`src/rtl/mem_refill_arbiter_if.sv`:
```
// Refill arbiter bus bundle: two cache refill requesters plus one AXI4
// read master (AR and R channels).
// modport slave  : the arbiter's view
// modport master : the environment's view (caches and AXI slave side)
interface mem_refill_arbiter_if #(
   parameter int ADDR_WIDTH = 32,
   parameter int DATA_WIDTH = 32,
   parameter int LEN_WIDTH  = 8
);
   logic                  i_req_i;
   logic [ADDR_WIDTH-1:0] i_addr_i;
   logic [LEN_WIDTH-1:0]  i_len_i;
   logic                  i_gnt_o;
   logic                  i_rvalid_o;

   logic                  d_req_i;
   logic [ADDR_WIDTH-1:0] d_addr_i;
   logic [LEN_WIDTH-1:0]  d_len_i;
   logic                  d_gnt_o;
   logic                  d_rvalid_o;

   logic [DATA_WIDTH-1:0] rdata_o;
   logic                  rlast_o;
   logic                  rerr_o;

   logic [ADDR_WIDTH-1:0] m_araddr_o;
   logic [LEN_WIDTH-1:0]  m_arlen_o;
   logic [1:0]            m_arburst_o;
   logic                  m_arvalid_o;
   logic                  m_arready_i;

   logic [DATA_WIDTH-1:0] m_rdata_i;
   logic [1:0]            m_rresp_i;
   logic                  m_rlast_i;
   logic                  m_rvalid_i;
   logic                  m_rready_o;

   modport slave (
      input  i_req_i, i_addr_i, i_len_i,
      output i_gnt_o, i_rvalid_o,
      input  d_req_i, d_addr_i, d_len_i,
      output d_gnt_o, d_rvalid_o,
      output rdata_o, rlast_o, rerr_o,
      output m_araddr_o, m_arlen_o, m_arburst_o, m_arvalid_o,
      input  m_arready_i,
      input  m_rdata_i, m_rresp_i, m_rlast_i, m_rvalid_i,
      output m_rready_o
   );

   modport master (
      output i_req_i, i_addr_i, i_len_i,
      input  i_gnt_o, i_rvalid_o,
      output d_req_i, d_addr_i, d_len_i,
      input  d_gnt_o, d_rvalid_o,
      input  rdata_o, rlast_o, rerr_o,
      input  m_araddr_o, m_arlen_o, m_arburst_o, m_arvalid_o,
      output m_arready_i,
      output m_rdata_i, m_rresp_i, m_rlast_i, m_rvalid_i,
      input  m_rready_o
   );
endinterface

```
`src/rtl/mem_refill_arbiter.sv`:
```
// Instruction/data cache refill arbiter onto a single AXI4 read master.
// One burst outstanding at a time; beats are forwarded combinationally to
// the requester that owns the burst.
// Build option: KUUGA_ARB_FIXED_PRIO_EN selects fixed priority (instruction
// always wins ties); when undefined, ties alternate round-robin.
// The interface instance must carry the same width parameters as this module.
//
// state | meaning
// IDLE  | no burst outstanding; a pending request is granted this cycle
// ADDR  | AR channel valid with latched address/length, waiting for arready
// DATA  | R channel ready, beats forwarded to owner until rlast
module mem_refill_arbiter #(
   parameter int ADDR_WIDTH = 32,
   parameter int DATA_WIDTH = 32,
   parameter int LEN_WIDTH  = 8
) (
   input logic                 clk,
   input logic                 rst_n,
   mem_refill_arbiter_if.slave bus
);

   typedef enum logic [1:0] {
      ST_IDLE = 2'd0,
      ST_ADDR = 2'd1,
      ST_DATA = 2'd2
   } state_t;

   state_t                state_q;
   state_t                state_d;
   logic                  owner_d_q;   // 1: data cache owns the burst
   logic                  last_d_q;    // 1: data cache was served last
   logic [ADDR_WIDTH-1:0] araddr_q;
   logic [LEN_WIDTH-1:0]  arlen_q;

   logic                  pick_d;
   logic                  grant;
   logic                  fwd;
   logic [DATA_WIDTH-1:0] rdata_fwd;

   // Winner selection; grant is blocked while reset is asserted so no
   // combinational gnt can escape during reset.
   always_comb begin
`ifdef KUUGA_ARB_FIXED_PRIO_EN
      pick_d = bus.d_req_i && !bus.i_req_i;
`else
      pick_d = bus.d_req_i && (!bus.i_req_i || !last_d_q);
`endif
      grant  = (state_q == ST_IDLE) && (bus.i_req_i || bus.d_req_i) && rst_n;
   end

   // State register.
   always_ff @(posedge clk or negedge rst_n) begin
      if (!rst_n) begin
         state_q <= ST_IDLE;
      end else begin
         state_q <= state_d;
      end
   end

   // Burst context latched at grant time; last-served resets to data so the
   // instruction side wins the first tie.
   always_ff @(posedge clk or negedge rst_n) begin
      if (!rst_n) begin
         owner_d_q <= 1'b0;
         last_d_q  <= 1'b1;
         araddr_q  <= '0;
         arlen_q   <= '0;
      end else if (grant) begin
         owner_d_q <= pick_d;
         last_d_q  <= pick_d;
         araddr_q  <= pick_d ? bus.d_addr_i : bus.i_addr_i;
         arlen_q   <= pick_d ? bus.d_len_i  : bus.i_len_i;
      end
   end

   // Next state and all outputs.
   always_comb begin
      state_d         = state_q;
      bus.i_gnt_o     = 1'b0;
      bus.d_gnt_o     = 1'b0;
      bus.m_arvalid_o = 1'b0;
      bus.m_rready_o  = 1'b0;
      fwd             = 1'b0;
      case (state_q)
         ST_IDLE: begin
            bus.i_gnt_o = grant && !pick_d;
            bus.d_gnt_o = grant && pick_d;
            if (grant) begin
               state_d = ST_ADDR;
            end
         end
         ST_ADDR: begin
            bus.m_arvalid_o = 1'b1;
            if (bus.m_arready_i) begin
               state_d = ST_DATA;
            end
         end
         ST_DATA: begin
            bus.m_rready_o = 1'b1;
            fwd            = bus.m_rvalid_i;
            if (bus.m_rvalid_i && bus.m_rlast_i) begin
               state_d = ST_IDLE;
            end
         end
         default: begin
            state_d = ST_IDLE;
         end
      endcase
      rdata_fwd       = fwd ? bus.m_rdata_i : '0;
      bus.i_rvalid_o  = fwd && !owner_d_q;
      bus.d_rvalid_o  = fwd && owner_d_q;
      bus.rlast_o     = fwd && bus.m_rlast_i;
      bus.rerr_o      = fwd && (bus.m_rresp_i != 2'b00);
      bus.rdata_o     = rdata_fwd;
      bus.m_araddr_o  = araddr_q;
      bus.m_arlen_o   = arlen_q;
      bus.m_arburst_o = 2'b01;
   end

endmodule

```
`src/flat_wrapper.sv`:
```
// flat-port wrapper written by rule: the top's interface ports become plain ports
module mem_refill_arbiter_flat 
#(
   parameter int ADDR_WIDTH = 32,
   parameter int DATA_WIDTH = 32,
   parameter int LEN_WIDTH  = 8
)
  (clk, rst_n, bus_i_req_i, bus_i_addr_i, bus_i_len_i, bus_i_gnt_o, bus_i_rvalid_o, bus_d_req_i, bus_d_addr_i, bus_d_len_i, bus_d_gnt_o, bus_d_rvalid_o, bus_rdata_o, bus_rlast_o, bus_rerr_o, bus_m_araddr_o, bus_m_arlen_o, bus_m_arburst_o, bus_m_arvalid_o, bus_m_arready_i, bus_m_rdata_i, bus_m_rresp_i, bus_m_rlast_i, bus_m_rvalid_i, bus_m_rready_o);
  mem_refill_arbiter_if #(.ADDR_WIDTH(ADDR_WIDTH), .DATA_WIDTH(DATA_WIDTH), .LEN_WIDTH(LEN_WIDTH)) bus_i ();
  input logic clk;
  input logic rst_n;
  input wire logic [$bits(bus_i.i_req_i)-1:0] bus_i_req_i;
  input wire logic [$bits(bus_i.i_addr_i)-1:0] bus_i_addr_i;
  input wire logic [$bits(bus_i.i_len_i)-1:0] bus_i_len_i;
  output wire logic [$bits(bus_i.i_gnt_o)-1:0] bus_i_gnt_o;
  output wire logic [$bits(bus_i.i_rvalid_o)-1:0] bus_i_rvalid_o;
  input wire logic [$bits(bus_i.d_req_i)-1:0] bus_d_req_i;
  input wire logic [$bits(bus_i.d_addr_i)-1:0] bus_d_addr_i;
  input wire logic [$bits(bus_i.d_len_i)-1:0] bus_d_len_i;
  output wire logic [$bits(bus_i.d_gnt_o)-1:0] bus_d_gnt_o;
  output wire logic [$bits(bus_i.d_rvalid_o)-1:0] bus_d_rvalid_o;
  output wire logic [$bits(bus_i.rdata_o)-1:0] bus_rdata_o;
  output wire logic [$bits(bus_i.rlast_o)-1:0] bus_rlast_o;
  output wire logic [$bits(bus_i.rerr_o)-1:0] bus_rerr_o;
  output wire logic [$bits(bus_i.m_araddr_o)-1:0] bus_m_araddr_o;
  output wire logic [$bits(bus_i.m_arlen_o)-1:0] bus_m_arlen_o;
  output wire logic [$bits(bus_i.m_arburst_o)-1:0] bus_m_arburst_o;
  output wire logic [$bits(bus_i.m_arvalid_o)-1:0] bus_m_arvalid_o;
  input wire logic [$bits(bus_i.m_arready_i)-1:0] bus_m_arready_i;
  input wire logic [$bits(bus_i.m_rdata_i)-1:0] bus_m_rdata_i;
  input wire logic [$bits(bus_i.m_rresp_i)-1:0] bus_m_rresp_i;
  input wire logic [$bits(bus_i.m_rlast_i)-1:0] bus_m_rlast_i;
  input wire logic [$bits(bus_i.m_rvalid_i)-1:0] bus_m_rvalid_i;
  output wire logic [$bits(bus_i.m_rready_o)-1:0] bus_m_rready_o;
  assign bus_i.i_req_i = bus_i_req_i;
  assign bus_i.i_addr_i = bus_i_addr_i;
  assign bus_i.i_len_i = bus_i_len_i;
  assign bus_i_gnt_o = bus_i.i_gnt_o;
  assign bus_i_rvalid_o = bus_i.i_rvalid_o;
  assign bus_i.d_req_i = bus_d_req_i;
  assign bus_i.d_addr_i = bus_d_addr_i;
  assign bus_i.d_len_i = bus_d_len_i;
  assign bus_d_gnt_o = bus_i.d_gnt_o;
  assign bus_d_rvalid_o = bus_i.d_rvalid_o;
  assign bus_rdata_o = bus_i.rdata_o;
  assign bus_rlast_o = bus_i.rlast_o;
  assign bus_rerr_o = bus_i.rerr_o;
  assign bus_m_araddr_o = bus_i.m_araddr_o;
  assign bus_m_arlen_o = bus_i.m_arlen_o;
  assign bus_m_arburst_o = bus_i.m_arburst_o;
  assign bus_m_arvalid_o = bus_i.m_arvalid_o;
  assign bus_i.m_arready_i = bus_m_arready_i;
  assign bus_i.m_rdata_i = bus_m_rdata_i;
  assign bus_i.m_rresp_i = bus_m_rresp_i;
  assign bus_i.m_rlast_i = bus_m_rlast_i;
  assign bus_i.m_rvalid_i = bus_m_rvalid_i;
  assign bus_m_rready_o = bus_i.m_rready_o;
  mem_refill_arbiter #(.ADDR_WIDTH(ADDR_WIDTH), .DATA_WIDTH(DATA_WIDTH), .LEN_WIDTH(LEN_WIDTH)) u_core (.clk(clk), .rst_n(rst_n), .bus(bus_i));
endmodule
```
`config.mk`:
```
export PLATFORM = sky130hd
export DESIGN_NAME = mem_refill_arbiter_flat
export DESIGN_NICKNAME = d
export VERILOG_FILES = /design/src/rtl/mem_refill_arbiter_if.sv /design/src/rtl/mem_refill_arbiter.sv /design/src/flat_wrapper.sv
export SDC_FILE = /design/constraint.sdc
export NUM_CORES = 1
export LEC_CHECK = 0
export CORE_MARGIN = 10
export CORE_UTILIZATION = 31
export CTS_CLUSTER_SIZE = 28
export DETAILED_ROUTE_END_ITERATION = 8
export PLACE_DENSITY = 0.79
export SLEW_MARGIN = 20
export SYNTH_ARGS = -nofsm -noshare
export SYNTH_HDL_FRONTEND = slang
export SYNTH_SLANG_ARGS = --single-unit
export TNS_END_PERCENT = 1
```
`constraint.sdc`:
```
create_clock -name clk -period 1.59 [get_ports clk]
set_input_delay 0.318 -clock clk [delete_from_list [all_inputs] [get_ports clk]]
set_output_delay 0.318 -clock clk [all_outputs]
set_load 0.01 [all_outputs]
```
# After elaboration in Yosys (flattened, before gate mapping)
# Index checks and enable logic that the tools add are counted.
# op_classes
n_eq_ne,5
n_mux,12
n_reduce_logical,19
# op_table
operator,n
2-to-1 mux 32 bit,2
logical AND 1 bit,10
2-to-1 mux 8 bit,1
2-to-1 mux 2 bit,3
case mux 2 bit (3 select lines),1
2-to-1 mux 1 bit,5
logical NOT 1 bit,4
"!= test 2 x 1 -> 1 bit, second input constant",2
AND reduction 3 bit,1
"== test 2 x 1 -> 1 bit, second input constant",1
"== test 2 bit, second input constant",1
logical NOT 2 bit,1
logical OR 1 bit,2
"!= test 2 bit, second input constant",1
nonzero test 2 bit,1
# totals
ff_bits,44
in_bits,121
out_inout_bits,82
wordCells,41

# Longest topological paths before layout
# Gate-level depths: netlist of the first run.
# logic_depth
ltp_word,6
depth_mapped,6
ltp_nobuf,3

# Worst setup path before layout of the first run
# Ideal clock, no wire load.
# synth_path
kind,reg2out
from,register u_core.state_q[1]
to,output bus_i_gnt_o
arrival_ns,1.278
slack_ns,-0.006
stages_incl_launch_ff,5
path_cell_list,dfrtp_1 > or3b_1 > buf_6 > buf_8 > nor3b_4
# synth_between
elab_chain_cells,5
# synth_rtl
item,line,rtl
"start, declared",mem_refill_arbiter.sv:28,state_t state_q;
"start signal, assigned",mem_refill_arbiter.sv:56,state_q <= state_d;
logical NOT 2 bit (*),"mem_refill_arbiter.sv:48, mem_refill_arbiter.sv:84",
logical AND 1 bit (2 in series),mem_refill_arbiter.sv:48,grant = (state_q == ST_IDLE) && (bus.i_req_i || bus.d_req_i) && rst_n;
logical AND 1 bit,mem_refill_arbiter.sv:86,bus.i_gnt_o = grant && !pick_d;
2-to-1 mux 1 bit (*),mem_refill_arbiter.sv:84,case (state_q)
"end, declared",flat_wrapper.sv:15,output wire logic [$bits(bus_i.i_gnt_o)-1:0] bus_i_gnt_o;
# Every way passes the cells marked *; elsewhere a longest branch is shown, timed or not.

# Worst setup path after layout of the first run
# layout_path
from,register u_core.state_q[0]
to,output bus_i_gnt_o
# The elaborated chain is that of the path after synthesis.

==> results by group, run 1 <==
Pwr
  • P per Cell Area: 1380 nW/um^2
  • P_leak: 2.22 nW
  • Total power after layout: 0.00674 W
  • Maximum resistive drop on vdd: 0.693 mV

Cells and area
  • Antenna Cells: 0
  • Layout-stage area growth over the synthesis result: 86.6%
  • Multi-input logic area: 1340 um^2
  • Post-layout instance area: 4890 um^2
  • Final cell count without fillers: 559
  • Final-stage net count: 574
  • Share of final-layout standard cells stronger than drive strength 1: 0.273
  • Fillers: 710
  • Seq. cell area: 1100 um^2

Hold path
  • Hold Path Class: in2async

Yosys
  • Most area-hungry cell type in the Yosys netlist: sky130_fd_sc_hd__dfrtp_1
  • Largest cells by area after synthesis: sky130_fd_sc_hd__dfrtp_1, sky130_fd_sc_hd__a221o_1, sky130_fd_sc_hd__nor3_2, sky130_fd_sc_hd__and3_1, sky130_fd_sc_hd__nand2_1
  • Netlist Area Pre-Place: 2620 um^2
  • Register area share after synthesis: 0.421
  • EDFF count, synth: 0
  • Most used flip-flop cell after synthesis: sky130_fd_sc_hd__dfrtp_1
  • Area share of the largest cell type after synthesis: 0.411
  • Number of nets in the synthesized netlist: 374
  • Number of synthesis warnings: 0
  • Number of library cell types mapped by synthesis: 27
  • Synth top cells by count: sky130_fd_sc_hd__dfrtp_1, sky130_fd_sc_hd__nand2_1, sky130_fd_sc_hd__a221o_1
  • Number of register bits inferred by synthesis: 44
  • Average footprint of a synthesized cell: 10.4 um^2
  • Synth Instances: 253
  • Leading cell type by number of instances after synthesis: sky130_fd_sc_hd__dfrtp_1
  • Share of async-settable or async-resettable flops after synthesis: 1.00

Timing
  • Final number of max-transition violations: 0
  • Setup TNS: -14.72 ns
  • RSZ-0062 raised after global routing: yes
  • Post-route worst setup slack: -0.341 ns
  • Number of hold-slack violations in the final timing report: 0
  • Fin Clk Skew: 0.00811 ns
  • Worst-margin pin slew: 0.662 ns
  • Period utilisation layout: 1.21
  • Fin crit period: 1.93 ns
  • FMAX: 518 MHz
  • Fin Hold WS: 0.193 ns
  • Worst max-slew margin expressed relative to the limit: 0.558
  • Final count of negative-setup-slack endpoints: 79

Floorplanning
  • Rows: 33
  • Vert. Die Dim: 112 um
  • Num ports: 203
  • Core Region: 8220 um^2
  • Starting density of the core: 0.319
  • Chip Width: 112 um
  • Total Die Area: 12500 um^2

Routing
  • Total DRC errors in the routed layout: 0
  • Pre-antenna DRT Iters: 4
  • Number of violations reported at the end of detailed-routing iteration 0: 136
  • Antenna Nets Post-Route: 0
  • Via count of the routed design: 2885
  • Post-detailed-route wirelength per cell: 20.2 um
  • Via density per instance: 5.16
  • DRT Wirelength: 11300 um

Place
  • Post-DP Area: 4740 um^2
  • Placed cell count: 544
  • Post-DP HPWL: 8490 um
  • Count of input and output buffers: 200
  • Routability congestion estimate: 0.761

GRT
  • Tot GR Track Use: 0.169
  • Via count of the first global-routing pass: 3105
  • Pin count of the biggest net entering global routing: 46
  • Number of antenna violations at the first check in global routing: 0
  • Global-route wire length before repair: 17600 um
  • Residual overflow from global routing: 0

Clock network
  • Clock Tree Root: sky130_fd_sc_hd__clkbuf_8
  • Clock tree from TritonCTS: done
  • Num CTS Buffers: 5
  • Hold-fix buffers, CTS: 0
  • Clock transition time at the flip-flop clock pins of the worst setup and hold paths: 0.08 ns
  • Maximum level of the CTS H-tree: 2
  • CTS Buffer Depth: 2
  • Worst skew pair latency: 0.29 ns
  • Count of clock tree sinks: 44

Critical path
  • Kind of critical path: reg2out
  • Required time of the critical path: 1.27 ns
  • Peak fanout along the critical path: 2
  • Kind of start point of the critical path: flip-flop
  • Setup slack of the worst register-to-register path: -0.17 ns
  • Critical path capture point type: primary output
  • Arrival time of data at the critical path endpoint: 1.61 ns

Flow run
  • Max-cap violation count: 0

Status
  • Status: finished with violations
  • Violations in the final reports: negative setup slack
[metal layers]
metal	global-route usage	part of all wire
met1	0.195	0.38
met2	0.280	0.49
met3	0.0853	0.12
met4	0.0271	0.0048
met5	0	0
[state kept, by name (all words and copies together) (netlist names)]
signal / count
u_core.bus.m_arlen_o: 8
u_core.last_d_q: 1
u_core.owner_d_q: 1
u_core.bus.m_araddr_o: 32
u_core.state_q: 2
[final timing paths]
| kind | cells after the start | startpoint | end |
|---|---|---|---|
| min in group clk | 2 | u_core.last_d_q | u_core.last_d_q |
| hold reg to reg | 2 | u_core.last_d_q | u_core.last_d_q |
| hold / removal | 3 | rst_n | u_core.bus.m_araddr_o[15] |
| setup / recovery | 4 | u_core.state_q[0] | bus_i_gnt_o |
| setup reg to reg | 5 | u_core.state_q[0] | u_core.bus.m_araddr_o[8] |
| max in group asynchronous | 3 | rst_n | u_core.last_d_q |
[power breakdown]
group | leakage (nW) | internal (W) | total, W | switching, W
Sequential | 0.544 | 0.00165 | 0.00196 | 0.000300
Clock | 0.0445 | 0.000353 | 0.000729 | 0.000375
Combinational | 1.63 | 0.00234 | 0.00405 | 0.00172
[critical path, cell delays in order (launching register included)]
cell and delay [ns]:
sky130_fd_sc_hd__dfrtp_1 0.40, sky130_fd_sc_hd__buf_6 0.12, sky130_fd_sc_hd__or3b_4 0.40, sky130_fd_sc_hd__nor3b_4 0.22
sky130_fd_sc_hd__buf_2 0.18
[stage by stage]
stage	setup slack (ns)	util
final	-0.341	0.595
after detailed placement	-0.478	0.577
after CTS	-0.387	0.585
after global placement	-0.493	0.577
after global routing	-0.426	0.595
after floorplan	-0.00649	-
[layout by cell type (no fill, tap or decap), types with 5 or more instances in the layout]
cell type	count
sky130_fd_sc_hd__nor3_2	39
sky130_fd_sc_hd__clkdlybuf4s50_1	157
sky130_fd_sc_hd__dfrtp_1	43
sky130_fd_sc_hd__buf_6	13
sky130_fd_sc_hd__nand2_1	42
sky130_fd_sc_hd__buf_2	28
sky130_fd_sc_hd__and3_1	33
sky130_fd_sc_hd__a221o_1	40
sky130_fd_sc_hd__buf_4	16
sky130_fd_sc_hd__clkbuf_8	7
sky130_fd_sc_hd__buf_12	5
[timing repair]
| item | CTS | global route |
|---|---|---|
| setup buffers | 4 | 0 |
| pin swaps | 2 | 1 |
| endpoints found under the setup margin | 80 | 82 |
| gates resized for setup | 166 | 20 |
| gates cloned | 3 | 0 |
[cells by family after synthesis]
group / synth area share
buffers and inverters: 0.0850
AO/OA/AOI/OAI: 0.168
flip-flops: 0.421
other: 0.00287
multiplexers: 0.00430
AND/OR/NAND/NOR: 0.319
[layout make-up]
class,count,share of cell area
clock buffers,7,0.0177
inverters,2,0.00154
repair buffers,226,0.452
clock inverters,1,0.00154
flip-flops and latches,44,0.225
multi-input cells,174,0.275
well taps,105,0.0269
Note: power is estimated with default switching activity, not from simulation.
==> inputs of run 2 (changes only) <==
--- a/config.mk
+++ b/config.mk
@@ -5,7 +5,7 @@
 export SDC_FILE = /design/constraint.sdc
 export NUM_CORES = 1
 export LEC_CHECK = 0
-export CORE_MARGIN = 10
+export CORE_MARGIN = 8
 export CORE_UTILIZATION = 31
 export CTS_CLUSTER_SIZE = 28
 export DETAILED_ROUTE_END_ITERATION = 8
==> run 2 against run 1 <==
The run still ends with negative setup slack left. Global-route usage up 1.2 points. Sequential power about the same. Count of clock-buffer cells in the layout down 1. Cell count unchanged. Design area down 0.10%. Clock skew down 0.0029 ns. Critical path type unchanged. Critical endpoint is now bus_rdata_o[11]. Highest routed layer unchanged.
==> results by group, run 2 (synthesis gave the netlist of run 1 again) <==
Status
  • Status: finished with violations
  • Violations in the final reports: negative setup slack

Clock network
  • Count of clock tree sinks: 44
  • Clock transition time at the flip-flop clock pins of the worst setup and hold paths: 0.08 ns
  • Clock tree from TritonCTS: done
  • CTS Buffer Depth: 2
  • Worst skew pair latency: 0.29 ns
  • Clock Tree Root: sky130_fd_sc_hd__clkbuf_8
  • Maximum level of the CTS H-tree: 2
  • Num CTS Buffers: 5

Timing
  • Number of hold-slack violations in the final timing report: 0
  • Worst-margin pin slew: 0.576 ns
  • Final count of negative-setup-slack endpoints: 39
  • Fin crit period: 1.83 ns
  • Fin Clk Skew: 0.00524 ns
  • Worst max-slew margin expressed relative to the limit: 0.616
  • Final number of max-transition violations: 0
  • Period utilisation layout: 1.15
  • Post-route worst setup slack: -0.242 ns
  • FMAX: 546 MHz
  • Fin Hold WS: 0.230 ns
  • RSZ-0062 raised after global routing: yes

Floorplanning
  • Vert. Die Dim: 108 um
  • Total Die Area: 11600 um^2
  • Rows: 33
  • Num ports: 203
  • Starting density of the core: 0.319
  • Chip Width: 108 um
  • Core Region: 8220 um^2

Cells and area
  • Final cell count without fillers: 559
  • Final-stage net count: 574
  • Leading cell types in the layout, fill and taps excluded: sky130_fd_sc_hd__clkdlybuf4s50_1, sky130_fd_sc_hd__dfrtp_1, sky130_fd_sc_hd__nand2_1
  • Antenna Cells: 0
  • Post-layout instance area: 4880 um^2
  • Largest register FFs: 32
  • Layout-stage area growth over the synthesis result: 86.4%
  • Share of final-layout standard cells stronger than drive strength 1: 0.282
  • Fillers: 705
  • Commonest non-fill, non-tap cell in the layout: sky130_fd_sc_hd__clkdlybuf4s50_1

GRT
  • Number of antenna violations at the first check in global routing: 0
  • Via count of the first global-routing pass: 3208
  • Residual overflow from global routing: 0
  • Tot GR Track Use: 0.181
  • Global-route wire length before repair: 17000 um
  • Pin count of the biggest net entering global routing: 46

Pwr
  • Maximum resistive drop on vdd: 0.663 mV
  • P_leak: 2.22 nW
  • P per Cell Area: 1380 nW/um^2
  • Total power after layout: 0.00674 W

Critical path
  • Peak fanout along the critical path: 10
  • Kind of start point of the critical path: flip-flop
  • Kind of critical path: reg2out
  • Critical path capture point type: primary output
  • Number of buffer and inverter instances along the worst setup path: 4
  • Number of gates on the worst path with buffers counted: 6
  • FF-to-FF path depth: 6
  • Crit. Startpoint: u_core.state_q[0]
  • Crit-path cells: buf_6 -> nor2b_4 -> buf_6 -> buf_12 -> and3_1 -> buf_2
  • Worst path slowest cell: sky130_fd_sc_hd__dfrtp_1
  • Startpoint of the worst register-to-register path: u_core.state_q[0]
  • Cell occurring most often along the worst timing path: sky130_fd_sc_hd__buf_6
  • Maximum single-stage delay on the critical path: 0.42 ns
  • Largest delay contributor family on the critical path: buffers and inverters
  • Required time of the critical path: 1.27 ns
  • Arrival time of data at the critical path endpoint: 1.51 ns

Routing
  • DRT Wirelength: 10800 um
  • Total DRC errors in the routed layout: 0
  • Antenna Nets Post-Route: 0
  • Routed length on met2: 5200 um
  • Number of violations reported at the end of detailed-routing iteration 0: 112
  • Top layer used by detailed routing: met4
  • Detail Route met3 WL: 1180 um
  • Via density per instance: 5.20
  • Post-detailed-route wirelength per cell: 19.3 um
  • Pre-antenna DRT Iters: 4
  • Via count of the routed design: 2905
  • Metal1 wirelength: 4330 um

Place
  • Routability congestion estimate: 0.729
  • Post-DP HPWL: 8040 um
  • Placed cell count: 545
  • Post-placement setup slack: -0.471 ns
  • Count of input and output buffers: 200
  • Post-DP Area: 4750 um^2

Hold path
  • Hold Path Class: in2async

Flow run
  • Max-cap violation count: 0
[run 2: final cells by class]
class / instances / area [um^2] / area share
multi-input combinational: 174 / 1360 / 0.279
clock inverter: 2 / 35.0 / 0.00717
timing repair buffer: 226 / 2170 / 0.445
inverter: 2 / 7.51 / 0.00154
tap: 105 / 131 / 0.0269
clock buffer: 6 / 72.6 / 0.0149
sequential: 44 / 1100 / 0.226
[run 2: worst min-delay path: stages]
cell	delay, ns
sky130_fd_sc_hd__buf_2	0.09
sky130_fd_sc_hd__buf_4	0.10
sky130_fd_sc_hd__buf_4	0.48
[run 2: per-layer routing]
layer	global-route usage	vias up
met5	0	-
met4	0.0357	0
met3	0.0738	8
met2	0.309	152
met1	0.209	1402
li1	-	1343
[run 2: worst paths after layout]
path | slack (ns) | end
max | -0.24 | bus_rdata_o[11]
min | 0.23 | u_core.state_q[1]
max reg2reg | 0.01 | u_core.bus.m_arlen_o[4]
min reg2reg | 0.49 | u_core.last_d_q
max in group asynchronous | 0.97 | u_core.bus.m_araddr_o[22]
min in group clk | 0.49 | u_core.last_d_q
[run 2: report_power, final]
part	switching, W	total [W]	internal, W
combinational	0.00168	0.00392	0.00224
sequential	0.000314	0.00197	0.00166
clock	0.000380	0.000846	0.000467
total	0.00238	0.00674	0.00436
[run 2: through the flow]
stage	utilization	setup TNS [ns]
floorplan	-	-0.00649
global placement	0.578	-30.32
detailed placement	0.578	-31.80
CTS	0.582	-13.18
global route	0.594	-13.27
finish	0.594	-8.13
[run 2: timing repair]
| action | CTS | global route |
|---|---|---|
| hold buffers | 0 | 0 |
| gates cloned | 2 | 0 |
| pin swaps | 1 | 2 |
| resized for setup | 165 | 32 |
| setup endpoints to repair | 80 | 82 |
| buffers inserted | 3 | 2 |
